**src/rtl/radix4_otf_divider.sv**
```systemverilog
// Radix-4 SRT-style unsigned divider with on-the-fly quotient conversion.
// Produces Q = floor(X*4^(k-1)/D) and the matching non-negative remainder.
// The block emits one signed digit in {-2..+2} per cycle, then applies a
// single final correction step.

module radix4_otf_divider #(
  parameter int WIDTH  = 20,
  parameter int DIGITS = 12,
  localparam int KW    = $clog2(DIGITS + 1),
  localparam int QW    = 2 * DIGITS
) (
  input  logic             clk,
  input  logic             rst,
  input  logic             in_valid,
  output logic             in_ready,
  input  logic [WIDTH-1:0] dividend,
  input  logic [WIDTH-1:0] divisor,
  input  logic [KW-1:0]    num_digits,
  output logic             out_valid,
  input  logic             out_ready,
  output logic [QW-1:0]    quotient,
  output logic [WIDTH-1:0] remainder,
  output logic             err
);

  // The residual stays within +/-(8/3)D < 2^(WIDTH+2), so 2r also fits in
  // WIDTH+4 signed bits. All digit-selection arithmetic runs at this width.
  localparam int RW = WIDTH + 4;

  localparam logic [1:0] IDLE = 2'd0;
  localparam logic [1:0] RUN  = 2'd1;
  localparam logic [1:0] FIX  = 2'd2;
  localparam logic [1:0] DONE = 2'd3;

  localparam logic [KW-1:0] DIGITS_K = KW'(DIGITS);

  // Signed digit encoding, two's complement in 3 bits
  localparam logic [2:0] Q_P2 = 3'b010;
  localparam logic [2:0] Q_P1 = 3'b001;
  localparam logic [2:0] Q_Z0 = 3'b000;
  localparam logic [2:0] Q_M1 = 3'b111;
  localparam logic [2:0] Q_M2 = 3'b110;

  logic [1:0]           state_reg;
  logic [WIDTH-1:0]     d_reg;
  logic [KW-1:0]        k_reg;
  logic [KW-1:0]        cnt_reg;
  logic signed [RW-1:0] r_reg;
  logic [QW-1:0]        a_reg;
  logic [QW-1:0]        b_reg;
  logic [WIDTH-1:0]     s_low_reg;
  logic                 s_neg_reg;
  logic [QW-1:0]        quotient_reg;
  logic [WIDTH-1:0]     remainder_reg;
  logic                 err_reg;

  logic                 accept;
  logic                 bad_operands;
  logic                 last_digit;
  logic signed [RW-1:0] d_ext;
  logic signed [RW-1:0] three_d;
  logic signed [RW-1:0] two_r;
  logic signed [RW-1:0] qd;
  logic signed [RW-1:0] s_next;
  logic signed [RW-1:0] r_next;
  logic [2:0]           q_digit;
  logic [QW-1:0]        a_next;
  logic [QW-1:0]        b_next;

  assign in_ready  = (state_reg == IDLE);
  assign out_valid = (state_reg == DONE);
  assign quotient  = quotient_reg;
  assign remainder = remainder_reg;
  assign err       = err_reg;

  assign accept = in_valid && in_ready;

  // Operands the iteration cannot handle: zero divisor, X beyond the
  // convergence bound 2D, or a digit count outside 1..DIGITS.
  always_comb begin
    bad_operands = 1'b0;
    if (divisor == '0) begin
      bad_operands = 1'b1;
    end
    if ({1'b0, dividend} > {divisor, 1'b0}) begin
      bad_operands = 1'b1;
    end
    if ((num_digits == '0) || (num_digits > DIGITS_K)) begin
      bad_operands = 1'b1;
    end
  end

  assign last_digit = (cnt_reg == (k_reg - KW'(1)));

  // Digit selection by exact comparison of 2r against the +/-D, +/-3D
  // thresholds, followed by the partial remainder s = r - q*D.
  always_comb begin
    d_ext   = signed'({4'b0000, d_reg});
    three_d = d_ext + (d_ext <<< 1);
    two_r   = r_reg <<< 1;
    q_digit = Q_M2;
    qd      = -(d_ext <<< 1);
    if (two_r >= three_d) begin
      q_digit = Q_P2;
      qd      = d_ext <<< 1;
    end else if (two_r >= d_ext) begin
      q_digit = Q_P1;
      qd      = d_ext;
    end else if (two_r >= -d_ext) begin
      q_digit = Q_Z0;
      qd      = '0;
    end else if (two_r >= -three_d) begin
      q_digit = Q_M1;
      qd      = -d_ext;
    end
    s_next = r_reg - qd;
    r_next = s_next <<< 2;
  end

  // On-the-fly conversion: A holds the quotient so far, B holds A-1, so a
  // negative digit never needs a carry-propagating subtraction.
  always_comb begin
    a_next = {a_reg[QW-3:0], 2'd0};
    b_next = {b_reg[QW-3:0], 2'd3};
    case (q_digit)
      Q_P2: begin
        a_next = {a_reg[QW-3:0], 2'd2};
        b_next = {a_reg[QW-3:0], 2'd1};
      end
      Q_P1: begin
        a_next = {a_reg[QW-3:0], 2'd1};
        b_next = {a_reg[QW-3:0], 2'd0};
      end
      Q_M1: begin
        a_next = {b_reg[QW-3:0], 2'd3};
        b_next = {b_reg[QW-3:0], 2'd2};
      end
      Q_M2: begin
        a_next = {b_reg[QW-3:0], 2'd2};
        b_next = {b_reg[QW-3:0], 2'd1};
      end
      default: begin
        a_next = {a_reg[QW-3:0], 2'd0};
        b_next = {b_reg[QW-3:0], 2'd3};
      end
    endcase
  end

  // Control FSM plus datapath registers: accept, iterate, correct, hold.
  always_ff @(posedge clk) begin
    if (rst) begin
      state_reg     <= IDLE;
      d_reg         <= '0;
      k_reg         <= '0;
      cnt_reg       <= '0;
      r_reg         <= '0;
      a_reg         <= '0;
      b_reg         <= '0;
      s_low_reg     <= '0;
      s_neg_reg     <= 1'b0;
      quotient_reg  <= '0;
      remainder_reg <= '0;
      err_reg       <= 1'b0;
    end else begin
      case (state_reg)
        IDLE: begin
          if (accept) begin
            d_reg <= divisor;
            k_reg <= num_digits;
            if (bad_operands) begin
              quotient_reg  <= '1;
              remainder_reg <= '0;
              err_reg       <= 1'b1;
              state_reg     <= DONE;
            end else begin
              r_reg     <= signed'({4'b0000, dividend});
              a_reg     <= '0;
              b_reg     <= '0;
              cnt_reg   <= '0;
              err_reg   <= 1'b0;
              state_reg <= RUN;
            end
          end
        end
        RUN: begin
          a_reg   <= a_next;
          b_reg   <= b_next;
          cnt_reg <= cnt_reg + KW'(1);
          if (last_digit) begin
            // The final digit's partial remainder is kept unscaled for FIX.
            // Only its sign and low WIDTH bits matter: the corrected
            // remainder lies in [0, D) and wraps correctly modulo 2^WIDTH.
            s_low_reg <= s_next[WIDTH-1:0];
            s_neg_reg <= s_next[RW-1];
            state_reg <= FIX;
          end else begin
            r_reg <= r_next;
          end
        end
        FIX: begin
          if (s_neg_reg) begin
            quotient_reg  <= b_reg;
            remainder_reg <= s_low_reg + d_reg;
          end else begin
            quotient_reg  <= a_reg;
            remainder_reg <= s_low_reg;
          end
          state_reg <= DONE;
        end
        default: begin
          if (out_ready) begin
            state_reg <= IDLE;
          end
        end
      endcase
    end
  end

endmodule

```
**config.mk**
```make
export PLATFORM = sky130hd
export DESIGN_NAME = radix4_otf_divider
export DESIGN_NICKNAME = d
export VERILOG_FILES = /design/src/rtl/radix4_otf_divider.sv
export SDC_FILE = /design/constraint.sdc
export NUM_CORES = 1
export LEC_CHECK = 0
export BUFFER_PORTS_ARGS = -buffer_cell sky130_fd_sc_hd__buf_2
export CAP_MARGIN = 20
export CORE_MARGIN = 2
export CORE_UTILIZATION = 60
export DETAILED_ROUTE_END_ITERATION = 8
export PLACE_DENSITY = 0.79
export REMOVE_ABC_BUFFERS = 1
export SLEW_MARGIN = 20
export SYNTH_ARGS = -nofsm -noshare
export SYNTH_HDL_FRONTEND = slang
export SYNTH_SLANG_ARGS = --single-unit
export TNS_END_PERCENT = 20
```
**constraint.sdc**
```tcl
create_clock -name clk -period 9.6 [get_ports clk]
set_input_delay 0.48 -clock clk [delete_from_list [all_inputs] [get_ports clk]]
set_output_delay 0.48 -clock clk [all_outputs]
set_load 0.02 [all_outputs]
```
==> results_dict.tcl, run 1 <==
set metrics [dict create \
    synth_compound_area_frac 0.2157 \
    cts_buffer_depth 2 \
    wl_um 40170 \
    pwr-share-clk 0.129 \
    wl_per_cell_um 18.95 \
    synth-xor-area-share 0.05832 \
    via_per_inst 6.291 \
    endpoint_kind "flop" \
    hold_viol 0 \
    setup_ws_ns 0.9444 \
    drv_cap 0 \
    synth_top_family_by_area "compound AO/OA/AOI/OAI gates" \
    p_leak_nw 6.673 \
    core_region_area_um2 23470 \
    h-tree-depth 4 \
    ys_seq_area_frac 0.2343 \
    worstPathArrival_ns 9.02 \
    switchingPower_mw 2.932 \
    ir_drop_mv 0.2514 \
    grt_max_degree 79 \
    nets 2030 \
    criticalPathCategory "flop to flop" \
    drv_slew 0 \
    fmax_mhz 115.5 \
    clk_latency_ns 0.44 \
    cp_max_fo 11 \
    ys.flop_type "dfxtp_1" \
    muxShareOfSynthArea 0.09885 \
    rsz0062_at_grt "false" \
    netlist_area_um2 14350 \
    grt_pass1_wl_um 64090 \
    place_ws_ns 1.087 \
    max_slew_margin 0.3108 \
    cpMaxStageDelayCell "nor2_1" \
    globalplace.congestion 0.9762 \
    min_period_over_period 0.9016 \
    syn_avg_cell_area_um2 8.254 \
    status "finished, final reports clean" \
    p_sw_frac 0.5146 \
    startpoint_type "flop" \
    p_total_mw 5.698 \
    drive_gt1_frac 0.1194 \
    dpl.hpwl_um 30570 \
    die_w_um 158.7 \
    path_clk_slew_ns 0.07 \
    synth_area_leaders "dfxtp_1, ha_1, mux2i_1, nand2_1, xnor2_1" \
    async_flop_share 0 \
    synthMostInstantiatedCell "ha_1" \
    setup_tns_ns 0 \
    synth_simple_gate_area_frac 0.1703 \
    hold_path.class "primary input to flop" \
    required_ns 9.96 \
    netlist_instances 1739 \
    hold_buffers 0 \
    synth_cell_type_count 96 \
    firstDrtPassIters 7 \
    std_cell_rows 56 \
    power_density_nw_per_um2 365.3 \
    cts_tree "done" \
    synth_edf_count 0 \
    root_buffer "clkbuf_16" \
    synth_fa_ha_area_frac 0.1712 \
    finClkSkew_ns 0.01936 \
    initial_core_util 0.6115 \
    cts_resized 0 \
    p_comb_frac 0.695 \
    portBuffers 94 \
    dieArea_um2 25180 \
    dpl_cell_area_um2 14970 \
    path_delay_family "compound AO/OA/AOI/OAI gates" \
    min_period_ns 8.656 \
    overflow 0 \
    synth_top_area_cell "dfxtp_1" \
    vias 13336 \
    critPathMaxStageDelay_ns 0.60 \
    grtUsageTotal 0.3209 \
    netlist.area_leader.share 0.2343 \
    antenna_found_initial 0 \
    critPathBufInv 1 \
    yosys_warnings 0 \
    chipHeight_um 158.7 \
    drtIter0Drc 1032 \
    setup_viol 0 \
    ios 95 \
    diodes 0 \
    syn_to_final_growth_pct 8.665 \
    p_int_mw 2.766 \
    postCtsSetupBuffers 0 \
    synthTopCellsByCount "ha_1, nand2_1, dfxtp_1, nor2_1, a21oi_1" \
    ys_seq_elements 168 \
    grt_pass1_vias 12312 \
    clock-sinks 168 \
    antenna_left 0 \
    tightest_slew_ns 1.026 \
    p_seq_frac 0.176 \
    drc_errors 0 \
    numCtsBuffers 17 \
    fin_area_um2 15600 \
]
cells by family after synthesis:
| kind of cell | after synthesis |
|---|---|
| DFF | 168 |
| xor gates and xnor gates | 93 |
| buffers and inverters | 173 |
| adders and majority gates | 194 |
| muxes | 138 |
| and+or+nand+nor | 508 |
| AOI/OAI and AO/OA | 465 |
routing by layer:
layer	up-vias	track usage	share of wire
met5	-	0	0
met4	0	0.1055	0.029
met3	84	0.03919	0.064
met2	499	0.5141	0.45
met1	6335	0.4481	0.46
li1	6418	-	-
worst min-delay path, delay by kind of cell:
family                 cells  cell delay, ns
AND/OR/NAND/NOR            1            0.05
buffers and inverters      1            0.11
AO/OA/AOI/OAI              1            0.05
power groups by stage:
stage               logic (mW)  clock network [mW]  registers (mW)
finish                    3.96               0.735            1.00
global route              4.37               0.771            1.01
detailed placement        3.83                   0            1.01
CTS                       3.89               0.740           0.991
global placement          3.76                   0            1.00
floorplan                 2.93                   0           0.960
final timing paths:
kind	start	end	slack [ns]	cells past startpoint
worst max-delay path	d_reg[1]	s_low_reg[18]	0.94	33
worst min register to register	remainder[3]	remainder[3]	0.45	2
worst max register to register	d_reg[1]	s_low_reg[18]	0.94	33
worst min-delay path	divisor[14]	d_reg[14]	0.31	3
layout by cell type, fill, tap and decap left out, types with 19 or more instances in the layout:
master / count
buf_2: 93
a21o_1: 27
inv_1: 88
a21oi_1: 120
dfxtp_1: 167
nor3_1: 25
mux2_2: 19
o21ai_1: 62
a311oi_1: 26
ha_1: 190
xor2_1: 19
nor2_1: 140
a211oi_1: 29
nand3_1: 36
mux2i_1: 117
xnor2_1: 71
o21ai_0: 51
nand2_1: 180
final cells by class:
type	count	area [um^2]
flip-flops and latches	168	3364
clock inverters	15	201.4
fillers	1975	7875
clock buffers	17	425.4
repair buffers	111	600.6
inverters	92	345.3
multi-input cells	1398	10260
well taps	319	399.1
per-stage QoR:
stage / util / hold slack (ns) / instances
CTS: 0.6645 / 0.2924 / 2120
global placement: 0.6378 / 0.4348 / 2088
global route: 0.6645 / 0.3092 / 2120
finish: 0.6645 / 0.3059 / 2120
detailed placement: 0.6378 / 0.4433 / 2088
floorplan: - / 0.4277 / 1658
(Power assumes the default switching activity.)
==> run 2: changes to the inputs <==
Settings changed: CORE_UTILIZATION 60 to 50, CTS_BUF_LIST set to sky130_fd_sc_hd__clkbuf_4 sky130_fd_sc_hd__clkbuf_8, PLACE_DENSITY 0.79 to 0.68.
==> results_dict.tcl, run 2 (synthesis results as in run 1) <==
set metrics [dict create \
    cpMaxStageDelayCell "dfxtp_1" \
    dpl.hpwl_um 31420 \
    fillers 2693 \
    hold_path.class "primary input to flop" \
    drc_errors 0 \
    required_ns 10.02 \
    drv_cap 0 \
    grt_pass1_wl_um 65170 \
    cp-startpoint "d_reg[1]" \
    drive_gt1_frac 0.1200 \
    portBuffers 94 \
    syn_to_final_growth_pct 7.784 \
    path_clk_slew_ns 0.11 \
    grt_pass1_vias 12169 \
    rr_startpoint "d_reg[1]" \
    root_buffer "clkbuf_8" \
    p_leak_nw 6.564 \
    hold_buffers 0 \
    antenna_found_initial 0 \
    fmax_mhz 114.6 \
    grtUsageTotal 0.2680 \
    wl_per_cell_um 18.63 \
    globalplace.congestion 0.9542 \
    finClkSkew_ns 0.01775 \
    std_cell_rows 62 \
    initial_core_util 0.5042 \
    worstPathArrival_ns 9.14 \
    startpoint_type "flop" \
    crit_path_end "s_low_reg[18]" \
    tightest_slew_ns 1.049 \
    grt_util_met3 0.03377 \
    h-tree-depth 4 \
    vias 13040 \
    grt_max_degree 77 \
    nets 2029 \
    final_common_cell "ha_1" \
    timing.rr.end "s_low_reg[18]" \
    critPathMaxStageDelay_ns 0.59 \
    dp.cells 2152 \
    dieArea_um2 30080 \
    grtUsageMet1 0.3760 \
    setup_viol 0 \
    core_region_area_um2 28470 \
    firstDrtPassIters 5 \
    drtIter0Drc 1040 \
    cts_tree "done" \
    endpoint_kind "flop" \
    drv_slew 0 \
    wl_um 40700 \
    status "finished, final reports clean" \
    antenna_left 0 \
    chipHeight_um 173.4 \
    die_w_um 173.4 \
    top_usage_layer "met2" \
    use_met2 0.4273 \
    setup_tns_ns 0 \
    ios 95 \
    postCtsSetupBuffers 0 \
    clock-sinks 168 \
    fin_cells 2184 \
    ir_drop_mv 0.2248 \
    reg2reg_slack_ns 0.87 \
    cts_buffer_depth 2 \
    final_cell_mix "ha_1, nand2_1, dfxtp_1" \
    rsz0062_at_grt "false" \
    hold_viol 0 \
    max_slew_margin 0.2992 \
    clk_latency_ns 0.48 \
    cp_max_fo 11 \
    criticalPathCategory "flop to flop" \
    diodes 0 \
    via_per_inst 5.971 \
    power_density_nw_per_um2 357.9 \
    overflow 0 \
    min_period_over_period 0.9091 \
    r2r_cells 33 \
    numCtsBuffers 17 \
    min_period_ns 8.728 \
]
-- run 2: report_power, final --
| part | internal [mW] | switching [mW] | leakage, nW | total, mW |
|---|---|---|---|---|
| combinational | 1.56 | 2.42 | 5.00 | 3.98 |
| clock | 0.242 | 0.306 | 0.197 | 0.549 |
| sequential | 0.801 | 0.208 | 1.37 | 1.01 |
-- run 2: worst min path at each step --
stage	to	slack, ns	cells after the start	startpoint
floorplan	a_reg[22]	0.43	2	a_reg[22]
global placement	remainder[3]	0.44	2	remainder[3]
detailed placement	remainder[2]	0.44	2	remainder[2]
CTS	d_reg[2]	0.21	3	divisor[2]
global route	k_reg[1]	0.24	3	num_digits[1]
finish	k_reg[0]	0.25	3	num_digits[0]
-- run 2: critical path, delay by kind of cell, from the launching register on --
| family | cells | cell delay [ns] |
|---|---|---|
| compound gates | 14 | 3.91 |
| fa+ha+maj | 4 | 1.41 |
| flops | 1 | 0.59 |
| xor+xnor | 3 | 0.62 |
| simple gates | 11 | 1.84 |
| buf+inv | 1 | 0.26 |
-- run 2: through the flow --
step | instance area (um^2) | utilization | hold slack, ns | setup slack [ns] | power (mW)
2_1_floorplan | 13960 | - | 0.4277 | 1.702 | 3.891
3_3_place_gp | 15050 | 0.5285 | 0.4369 | 1.247 | 4.834
3_5_place_dp | 15050 | 0.5285 | 0.4417 | 0.9470 | 4.898
4_1_cts | 15470 | 0.5433 | 0.2106 | 0.9038 | 5.489
5_1_grt | 15470 | 0.5434 | 0.2418 | 0.1812 | 5.996
6_report | 15470 | 0.5434 | 0.2537 | 0.8722 | 5.538
-- run 2: area by class of cell --
cell class                      instances  area (um^2)  share of cell area
Sequential cell                       168         3364              0.2175
Timing Repair Buffer                  110        593.1             0.03833
Clock buffer                           17        234.0             0.01512
Clock inverter                         15        187.7             0.01213
Tap cell                              384        480.5             0.03106
Multi-Input combinational cell       1398        10270              0.6636
Inverter                               92        345.3             0.02232
-- run 2: what timing repair did --
item,CTS,global route
resized for setup,0,1
endpoints found under the hold margin,0,0
endpoints found under the setup margin,0,2
-- run 2: per-layer routing --
layer | routed length (um) | vias to the layer above
li1 | - | 6417
met1 | 19470 | 6230
met3 | 2077 | 58
met4 | 1004 | 0
met5 | 0 | -
met2 | 18140 | 335
